`src/rtl/board_io_conditioner.sv`:
```
// Button synchronise/debounce/edge conditioning plus a stretched core reset.
// Define VSLC_BTN_EDGE_PULSE_EN to build the btn_rise/btn_fall pulse registers.

module board_io_chan #(
   parameter int   DEBOUNCE_W = 16,
   parameter logic ACTIVE_LOW = 1'b0
) (
   input  logic                  clk,
   input  logic                  rst_n,
   input  logic                  raw,
   input  logic [DEBOUNCE_W-1:0] limit,
   output logic                  level,
   output logic                  rise,
   output logic                  fall
);
   logic [1:0]            sync;
   logic                  n;
   logic                  settle;
   logic [DEBOUNCE_W-1:0] cnt;
   logic [DEBOUNCE_W:0]   cnt_inc;

   // Sync flops reset to the idle pin level so a held active-low pin reads released.
   always_ff @(posedge clk or negedge rst_n)
      if (!rst_n) sync <= {2{ACTIVE_LOW}};
      else        sync <= {sync[0], raw};

   assign n       = sync[1] ^ ACTIVE_LOW;
   assign cnt_inc = {1'b0, cnt} + {{DEBOUNCE_W{1'b0}}, 1'b1};
   // >= keeps cnt below L even when the limit is lowered mid-count.
   assign settle  = (n != level) && (cnt_inc >= {1'b0, limit});

   always_ff @(posedge clk or negedge rst_n)
      if (!rst_n) begin
         cnt   <= '0;
         level <= 1'b0;
      end else if (n == level) begin
         cnt   <= '0;
      end else if (settle) begin
         cnt   <= '0;
         level <= n;
      end else begin
         cnt   <= cnt_inc[DEBOUNCE_W-1:0];
      end

`ifdef VSLC_BTN_EDGE_PULSE_EN
   always_ff @(posedge clk or negedge rst_n)
      if (!rst_n) begin
         rise <= 1'b0;
         fall <= 1'b0;
      end else begin
         rise <= settle & n;
         fall <= settle & ~n;
      end
`else
   assign rise = 1'b0;
   assign fall = 1'b0;
`endif
endmodule

module board_io_conditioner #(
   parameter int                  CHANNELS        = 4,
   parameter int                  DEBOUNCE_W      = 16,
   parameter int                  POR_CYCLES      = 8,
   parameter logic [CHANNELS-1:0] ACTIVE_LOW_MASK = CHANNELS'(1)
) (
   input  logic                  clk,
   input  logic                  rst_n,
   input  logic [CHANNELS-1:0]   btn_raw,
   input  logic [DEBOUNCE_W-1:0] debounce_limit,
   input  logic                  sw_rst,
   output logic [CHANNELS-1:0]   btn_level,
   output logic [CHANNELS-1:0]   btn_rise,
   output logic [CHANNELS-1:0]   btn_fall,
   output logic                  core_rst_n
);
   localparam logic [7:0] POR_LAST = 8'(POR_CYCLES - 1);

   typedef enum logic {HOLD, RUN} state_t;

   logic [DEBOUNCE_W-1:0] limit_eff;
   state_t                state, state_nx;
   logic [7:0]            por_cnt, por_nx;

   // A zero limit settles after one cycle, same as a limit of one.
   assign limit_eff = (debounce_limit == '0) ? {{(DEBOUNCE_W-1){1'b0}}, 1'b1} : debounce_limit;

   for (genvar i = 0; i < CHANNELS; i++) begin : g_ch
      board_io_chan #(
         .DEBOUNCE_W (DEBOUNCE_W),
         .ACTIVE_LOW (ACTIVE_LOW_MASK[i])
      ) u_ch (
         .clk   (clk),
         .rst_n (rst_n),
         .raw   (btn_raw[i]),
         .limit (limit_eff),
         .level (btn_level[i]),
         .rise  (btn_rise[i]),
         .fall  (btn_fall[i])
      );
   end

   always_ff @(posedge clk or negedge rst_n)
      if (!rst_n) begin
         state      <= HOLD;
         por_cnt    <= '0;
         core_rst_n <= 1'b0;
      end else begin
         state      <= state_nx;
         por_cnt    <= por_nx;
         core_rst_n <= (state_nx == RUN);
      end

   always_comb begin
      state_nx = state;
      por_nx   = por_cnt;
      if (sw_rst) begin
         state_nx = HOLD;
         por_nx   = '0;
      end else begin
         case (state)
            HOLD:    if (por_cnt == POR_LAST) state_nx = RUN;
                     else                     por_nx   = por_cnt + 8'd1;
            default: state_nx = RUN;
         endcase
      end
   end
endmodule

```
`config.mk`:
```
export PLATFORM = sky130hd
export DESIGN_NAME = board_io_conditioner
export DESIGN_NICKNAME = d
export VERILOG_FILES = /design/src/rtl/board_io_conditioner.sv
export SDC_FILE = /design/constraint.sdc
export NUM_CORES = 1
export LEC_CHECK = 0
export ABC_CLOCK_PERIOD_IN_PS = 5700
export BUFFER_PORTS_ARGS = -buffer_cell sky130_fd_sc_hd__buf_2
export CORE_MARGIN = 2
export CORE_UTILIZATION = 40
export CTS_CLUSTER_SIZE = 10
export DETAILED_ROUTE_END_ITERATION = 8
export PLACE_DENSITY_LB_ADDON = 0.3
export SLEW_MARGIN = 20
export SYNTH_ARGS = -nofsm -noshare
export SYNTH_HDL_FRONTEND = slang
export SYNTH_HIERARCHICAL = 1
export SYNTH_SLANG_ARGS = --single-unit
```
`constraint.sdc`:
```
create_clock -name clk -period 5.7 [get_ports clk]
set_input_delay 0.285 -clock clk [delete_from_list [all_inputs] [get_ports clk]]
set_output_delay 0.285 -clock clk [all_outputs]
set_load 0.02 [all_outputs]
```
==> qor.txt, run 1 <==
=================================================================================
Outcome                                                              finished clean
Deepest clock path buffer count                                                 2
Maximum single-stage delay on the critical path                           0.51 ns
Iteration count of the initial detailed-routing pass                            4
Sequential fraction of the synthesis area                                   34.4%
Die outline height                                                         128 um
Static leakage                                                            3.40 nW
Final-report max-slew violation count                                           0
Setup_tns                                                                    0 ns
Final clock period utilization by the worst path                            63.2%
CP cell instances                                                    ha_1 -> nand4_1 -> nor3_1 -> and3_1 -> xor2_1 -> ha_1 -> a21o_1 -> a221o_1 -> a31oi_2 -> o2111ai_2 -> and2b_1
Sum of overflow across all layers after global routing                          0
Clock buffers created by TritonCTS                                              9
Total power                                                               1.38 mW
Post-synth top flop                                                  sky130_fd_sc_hd__dfrtp_1
Worst hold margin                                                       0.0329 ns
Core utilization of the finished layout                                     44.2%
Worst Path Max Fanout                                                          16
Initial cell density of the core                                            40.9%
Floorplan die width                                                        128 um
Via count of the first global-routing pass                                   4466
First-pass GRT wire length                                               21800 um
Number of remaining DRC errors                                                  0
Count of cell types in the netlist                                             66
Post-synthesis cell type with the largest combined area              sky130_fd_sc_hd__dfrtp_1
Vias post-DR                                                                 4390
Flip-flop and latch count after synthesis                                      85
Setup CP Type                                                        flip-flop to flip-flop
Arrival time at the worst endpoint                                        3.88 ns
Post-CTS setup buffers                                                          0
Combined buffer and inverter count along the critical path                      0
Setup repair after global routing missed its margin                            no
HPWL Detailed                                                             9790 um
CTS tree                                                                      yes
Sum of routed wire length over all layers                                13200 um
Gpl congestion                                                              0.817
Total standard cell area after synthesis                                 6200 um2
Kind of end point of the critical path                                  flip-flop
Clock skew                                                              0.0134 ns
Total of buffers placed on input and output ports                              27
Largest net degree at the start of global routing                              57
Number of synthesized flops with an enable pin                                  0
Antenna diodes                                                                  0
Relative slew margins                                                       28.8%
Final setup violating endpoints                                                 0
Average size of a mapped cell                                            9.96 um2
DRC marker count from the first detailed-route iteration                      214
Clock Root Buffer                                                    sky130_fd_sc_hd__clkbuf_16
Worst Max-Slew Pin Slew                                                   1.07 ns
Net count reported at finish                                                  728
Achievable Freq                                                           278 MHz
Cell Pwr Density                                                       206 nW/um2
Vias per std cell                                                            5.31
H-tree depth                                                                    3
Ranking of synthesized cells by area                                 sky130_fd_sc_hd__dfrtp_1 (34%), sky130_fd_sc_hd__ha_1 (14%), sky130_fd_sc_hd__inv_1 (4.2%)
Placeable core area                                                     15100 um2
Area share of the leading cell type in the synthesized netlist              33.5%
FFs w/ async S/R, synth                                                      100%
WP data required                                                          5.98 ns
Leading cell type in the layout, fill and taps excluded              sky130_fd_sc_hd__dfrtp_1
Clock-pin slew on the worst setup and hold paths                          0.06 ns
Clock latency of the later-clocked register in the worst-skew pair        0.35 ns
Highest-count cells in the layout ignoring fill and taps             sky130_fd_sc_hd__dfrtp_1 (83), sky130_fd_sc_hd__inv_1 (70), sky130_fd_sc_hd__ha_1 (70)
Yosys warning total                                                             6
Std-Cell Rows                                                                  45
Post-synthesis cell count                                                     622
MaxCap Viol Count                                                               0
Total global-route track usage                                              16.9%
Top-level port count                                                           36
Most common cell on crit path                                        sky130_fd_sc_hd__ha_1
Fraction of final layout cells sized beyond drive strength 1                15.5%
Minimum clock period after layout                                         3.60 ns
Die footprint                                                           16500 um2
TritonCTS Sinks                                                                85
Hold Vio Cnt, Final                                                             0
Cell type of the slowest stage on the worst timing path              sky130_fd_sc_hd__o2111ai_2
Max IR drop VDD                                                          0.124 mV
Family with the most delay on the worst path                         compound AO/OA/AOI/OAI gates
Initial antenna violation count                                                 0
Number of routed nets with antenna violations                                   0
Kind of start point of the critical path                                flip-flop
Area grow syn2layout                                                        7.98%
DR WL/cell                                                                15.9 um
HP Class                                                             primary input to flip-flop
=================================================================================
[flip-flops by register name, summed over array words and instances (netlist names)]
name             flops
g_ch.u_ch/cnt       64
g_ch.u_ch/sync       8
por_cnt              8
g_ch.u_ch/level      4
state                1
[where the power goes]
group	internal (mW)	leakage, nW	switching, mW	total, mW
registers	0.616	1.14	0.0126	0.628
logic	0.0476	2.12	0.0875	0.135
clock network	0.381	0.147	0.236	0.617
[synth_stat cells, drive strengths merged (4+ instances only)]
| master | n |
|---|---|
| and3 | 13 |
| conb | 4 |
| nor4 | 7 |
| or3 | 4 |
| dfrtp | 83 |
| nand4 | 10 |
| nor3 | 9 |
| and2b | 5 |
| and4 | 9 |
| a21o | 5 |
| o21ai | 9 |
| xnor2 | 30 |
| o211ai | 5 |
| a21oi | 25 |
| xor2 | 31 |
| inv | 70 |
| nor2 | 27 |
| nor4b | 31 |
| nor2b | 31 |
| nand3 | 37 |
| nand2 | 36 |
| clkbuf | 18 |
| buf | 15 |
| ha | 70 |
| a31oi | 4 |
[final timing paths]
| kind | from | end | slack (ns) | depth (start not counted) |
|---|---|---|---|---|
| hold / removal | btn_raw[0] | g_ch[0].u_ch/sync[0]$_DFF_PN1_ | 0.03 | 1 |
| hold reg to reg | g_ch[3].u_ch/sync[0]$_DFF_PN0_ | g_ch[3].u_ch/sync[1]$_DFF_PN0_ | 0.35 | 0 |
| setup / recovery | g_ch[0].u_ch/cnt[0]$_DFF_PN0_ | g_ch[0].u_ch/cnt[15]$_DFF_PN0_ | 2.10 | 11 |
| max in group asynchronous | rst_n | g_ch[3].u_ch/cnt[11]$_DFF_PN0_ | 4.19 | 3 |
| min in group asynchronous | rst_n | g_ch[0].u_ch/level$_DFFE_PN0P_ | 0.42 | 2 |
| setup reg to reg | g_ch[0].u_ch/cnt[0]$_DFF_PN0_ | g_ch[0].u_ch/cnt[15]$_DFF_PN0_ | 2.10 | 11 |
[cell families (layout without fill, tap and decap cells)]
| kind of cell | count (synthesis) | after routing | synth area share, % |
|---|---|---|---|
| AOI/OAI and AO/OA | 66 | 66 | 7.61 |
| other | 4 | 8 | 0.242 |
| muxes | 5 | 5 | 0.929 |
| buffers and inverters | 103 | 116 | 7.92 |
| DFF | 85 | 85 | 34.4 |
| xor gates and xnor gates | 61 | 61 | 9.11 |
| and+or+nand+nor | 228 | 228 | 25.7 |
| adders and majority gates | 70 | 70 | 14.1 |
[what timing repair did]
item / CTS / global route
hold endpoints to repair: 27 / 0
hold buffers: 1 / 0
resized for setup: 0 / 0
[stage by stage]
stage	cells	instance area, um2	setup slack [ns]
floorplan	626	6210	2.84
global placement	811	6380	2.33
detailed placement	811	6380	2.14
CTS	827	6690	2.11
global route	827	6690	1.88
finish	827	6690	2.10
[layer usage]
metal	GRT usage [%]	vias up	share of wire, %
li1	-	2158	-
met1	21.1	2139	45
met2	28.3	80	49
met3	3.58	13	4.4
met4	7.50	0	1.1
met5	0	-	0
[area by class of cell]
| cell class | count | area [um2] |
|---|---|---|
| Clock buffer | 12 | 236 |
| Clock inverter | 3 | 65.1 |
| Timing Repair Buffer | 31 | 170 |
| Multi-Input combinational cell | 438 | 3590 |
| Inverter | 70 | 263 |
| Sequential cell | 85 | 2130 |
| Fill cell | 1420 | 8460 |
| Tap cell | 188 | 235 |
Power figures use the tool's default switching activity.
==> run 2, diff against run 1 <==
Settings changed: ABC_AREA set to 1, ABC_CLOCK_PERIOD_IN_PS 5700 to 3700.
Clock period 5.7 ns to 3.7 ns, I/O delays scaled along.
==> run 2 against run 1 <==
  * The run now ends with negative hold slack left
  * Via count increased by 17%
  * Die area increased by 11%
  * First-iteration DRC count increased by 12%
  * Sequential power increased by 54%
  * Flip-flop and latch count unchanged
==> qor.txt, run 2 <==
=================================================================================
Outcome                                                              finished with violations
Violated checks                                                      negative hold slack
Number of synthesized flops with an enable pin                                  0   unchanged
Worst Path Max Fanout                                                          16   unchanged
HP Class                                                             primary input to asynchronous set/reset pin
Capture point of the worst reg-to-reg path                           g_ch[3].u_ch/cnt[2]$_DFF_PN0_
Post-synthesis cell type with the largest combined area              sky130_fd_sc_hd__dfrtp_1
Worst reg-to-reg path cell count                                               17   +6
Total of buffers placed on input and output ports                              27   unchanged
Initial antenna violation count                                                 0   unchanged
First-pass GRT wire length                                               23700 um   +8.4%
Achievable Freq                                                           330 MHz   +19%
Final clock period utilization by the worst path                            81.9%   +19 points
Largest net degree at the start of global routing                              68   +19%
Gpl congestion                                                              0.800   -2.1%
Ranking of synthesized cells by area                                 sky130_fd_sc_hd__dfrtp_1 (30%), sky130_fd_sc_hd__ha_1 (13%), sky130_fd_sc_hd__nand2_1 (11%)
Area share of the leading cell type in the synthesized netlist              30.0%   -3.5 points
H-tree depth                                                                    3   unchanged
Vias per std cell                                                            4.46   -16%
Initial cell density of the core                                            40.4%   -0.49 points
Final setup violating endpoints                                                 0   unchanged
Max IR drop VDD                                                          0.207 mV   +67%
Met2 layer usage reported by global route                                   26.5%   -1.9 points
Most instantiated library cell after synthesis                       sky130_fd_sc_hd__nand2_1
TritonCTS Sinks                                                                85   unchanged
Switch Pwr                                                                 538 uW   +60%
Yosys warning total                                                             6   unchanged
CTS tree                                                                      yes
Static leakage                                                            4.38 nW   +29%
Post-synth top flop                                                  sky130_fd_sc_hd__dfrtp_1
Worst Max-Slew Pin Slew                                                  0.887 ns   -0.180 ns
Vias post-DR                                                                 5149   +17%
Hold Vio Cnt, Final                                                            64   +64
Registers with the most flip-flops                                   g_ch.u_ch/cnt x64, g_ch.u_ch/sync x8, por_cnt x8
Total global-route track usage                                              16.3%   -0.59 points
Std-Cell Rows                                                                  48   +6.7%
Final-report max-slew violation count                                           0   unchanged
Net count reported at finish                                                 1018   +40%
Iteration count of the initial detailed-routing pass                            4   unchanged
Top-level port count                                                           36   unchanged
Global routing's busiest layer                                               met2
HPWL Detailed                                                            10600 um   +8.0%
DRC marker count from the first detailed-route iteration                      239   +12%
Proportion of total power due to net switching                              25.0%   +0.71 points
Largest register FFs                                                           64   unchanged
Register-to-Register Setup Slack                                          0.67 ns   -1.43 ns
Number of remaining DRC errors                                                  0   unchanged
Met3 global-route usage                                                     3.74%   +0.17 points
Setup repair after global routing missed its margin                            no
Internal power summed over all cells                                      1.61 mW   +54%
Post-synthesis cell count                                                     906   +46%
Post-CTS setup buffers                                                          0   unchanged
Area grow syn2layout                                                        8.41%
Fraction of power consumed by combinational cells                           10.4%   +0.6 points
Average size of a mapped cell                                            7.64 um2   -23%
Number of routed nets with antenna violations                                   0   unchanged
Relative slew margins                                                       40.9%   +12 points
Register with the highest flop count                                 g_ch.u_ch/cnt
Cell Pwr Density                                                       286 nW/um2   +39%
Critical R2R Launch                                                  g_ch[3].u_ch/cnt[0]$_DFF_PN0_
Minimum clock period after layout                                         3.03 ns   -0.570 ns
Fraction of final layout cells sized beyond drive strength 1                16.3%   +0.85 points
Kind of end point of the critical path                                  flip-flop
Commonest cells post-synth                                           sky130_fd_sc_hd__nand2_1 (197), sky130_fd_sc_hd__inv_1 (193), sky130_fd_sc_hd__nor2_1 (91), sky130_fd_sc_hd__dfrtp_1 (83), sky130_fd_sc_hd__ha_1 (70)
Die footprint                                                           18400 um2   +11%
Sequential fraction of the synthesis area                                   30.8%   -3.6 points
Total standard cell area after synthesis                                 6920 um2   +12%
Clock Root Buffer                                                    sky130_fd_sc_hd__clkbuf_16
Sum of overflow across all layers after global routing                          0   unchanged
Flip-flop and latch count after synthesis                                      85   unchanged
Clock buffers created by TritonCTS                                              9   unchanged
Antenna diodes                                                                  0   unchanged
Setup CP Type                                                        flip-flop to flip-flop
Highest-count cells in the layout ignoring fill and taps             sky130_fd_sc_hd__nand2_1 (197), sky130_fd_sc_hd__inv_1 (193), sky130_fd_sc_hd__nor2_1 (91)
FFs w/ async S/R, synth                                                      100%   unchanged
Die outline height                                                         136 um   +5.5%
Deepest clock path buffer count                                                 2   unchanged
MaxCap Viol Count                                                               0   unchanged
DR WL/cell                                                                11.9 um   -26%
Floorplan die width                                                        136 um   +5.5%
Sequential Power Share                                                      45.0%   -0.5 points
WP data required                                                          3.96 ns   -2.02 ns
Number of inserted filler cells in the final layout                          1726   +22%
Setup_tns                                                                    0 ns   unchanged
Via count of the first global-routing pass                                   5011   +12%
Leading cell type in the layout, fill and taps excluded              sky130_fd_sc_hd__nand2_1
Sum of routed wire length over all layers                                13700 um   +4.0%
Clock skew                                                             0.00302 ns   -0.0104 ns
Count of cell types in the netlist                                             36   -45%
Clock latency of the later-clocked register in the worst-skew pair        0.35 ns   about the same
Routing usage on met1                                                       22.4%   +1.3 points
Kind of start point of the critical path                                flip-flop
Clock network power share                                                   44.6%   about the same
Placeable core area                                                     17100 um2   +13%
Clock-pin slew on the worst setup and hold paths                          0.06 ns   about the same
Worst hold margin                                                      -0.0311 ns   -0.0640 ns
Arrival time at the worst endpoint                                        3.30 ns   -0.58 ns
=================================================================================
run 2: layer usage:
layer	vias to the layer above	part of all wire [%]
met5	-	0
met4	0	1.2
met3	12	4.5
met2	73	45
met1	2335	50
li1	2729	-
run 2: power groups by stage:
stage	clock network, mW	registers (mW)	logic [mW]
floorplan	0	0.978	0.169
global placement	0	0.982	0.220
detailed placement	0	0.982	0.223
CTS	0.988	0.965	0.228
global route	1.03	0.967	0.261
finish	0.958	0.965	0.224
run 2: logic make-up after synthesis:
| group | Yosys count | share of synthesized area [%] |
|---|---|---|
| and+or+nand+nor | 438 | 33.5 |
| buffers and inverters | 227 | 13.8 |
| DFF | 85 | 30.8 |
| adders and majority gates | 70 | 12.7 |
| xor gates and xnor gates | 50 | 6.33 |
| AOI/OAI and AO/OA | 32 | 2.71 |
| other | 4 | 0.217 |
run 2: stage by stage:
stage	instance area, um2	util (%)	total power [mW]	worst slack, ns	std cells
4_1_cts	7500	43.8	2.18	0.649	1155
3_3_place_gp	7150	41.8	1.20	0.744	1135
6_report	7500	43.8	2.15	0.669	1155
2_1_floorplan	6930	-	1.15	1.07	910
3_5_place_dp	7150	41.8	1.21	0.675	1135
5_1_grt	7500	43.8	2.26	0.329	1155
run 2: cell type report:
cell class	instances	area [um2]	area share, %
inverter	199	747	9.96
timing repair buffer	32	185	2.47
tap	225	282	3.75
clock buffer	11	233	3.10
clock inverter	5	75.1	1.00
multi-input combinational	598	3850	51.3
sequential	85	2130	28.4
run 2: worst max path at each step:
stage          cells past startpoint                          start                        endpoint  slack (ns)
2_1_floorplan                     18  g_ch[1].u_ch/cnt[0]$_DFF_PN0_   g_ch[1].u_ch/cnt[6]$_DFF_PN0_        1.07
6_report                          17  g_ch[3].u_ch/cnt[0]$_DFF_PN0_   g_ch[3].u_ch/cnt[2]$_DFF_PN0_        0.67
5_1_grt                           19  g_ch[1].u_ch/cnt[0]$_DFF_PN0_   g_ch[1].u_ch/cnt[2]$_DFF_PN0_        0.33
3_5_place_dp                      17  g_ch[3].u_ch/cnt[0]$_DFF_PN0_  g_ch[3].u_ch/cnt[15]$_DFF_PN0_        0.68
3_3_place_gp                      17  g_ch[3].u_ch/cnt[0]$_DFF_PN0_   g_ch[3].u_ch/cnt[4]$_DFF_PN0_        0.74
4_1_cts                           17  g_ch[3].u_ch/cnt[0]$_DFF_PN0_   g_ch[3].u_ch/cnt[2]$_DFF_PN0_        0.65
run 2: timing repair:
item                      in CTS  in global routing
hold buffers                   4                  0
gates resized for setup        0                  0
hold endpoints to repair       4                  0
run 2: critical path, cell delays in order (launching register included):
cell                      delay, ns
sky130_fd_sc_hd__dfrtp_1       0.40
sky130_fd_sc_hd__ha_1          0.20
sky130_fd_sc_hd__nand2_2       0.08
sky130_fd_sc_hd__nor2_4        0.12
sky130_fd_sc_hd__nand2_4       0.08
sky130_fd_sc_hd__inv_1         0.09
sky130_fd_sc_hd__nand2_1       0.08
sky130_fd_sc_hd__nor2_1        0.12
sky130_fd_sc_hd__xor2_1        0.29
sky130_fd_sc_hd__inv_1         0.08
sky130_fd_sc_hd__ha_1          0.29
sky130_fd_sc_hd__a21oi_1       0.16
sky130_fd_sc_hd__nor2_1        0.05
sky130_fd_sc_hd__nor2_1        0.10
sky130_fd_sc_hd__nand3_1       0.13
sky130_fd_sc_hd__nor2_4        0.17
sky130_fd_sc_hd__nand3_4       0.32
sky130_fd_sc_hd__nor2_1        0.19
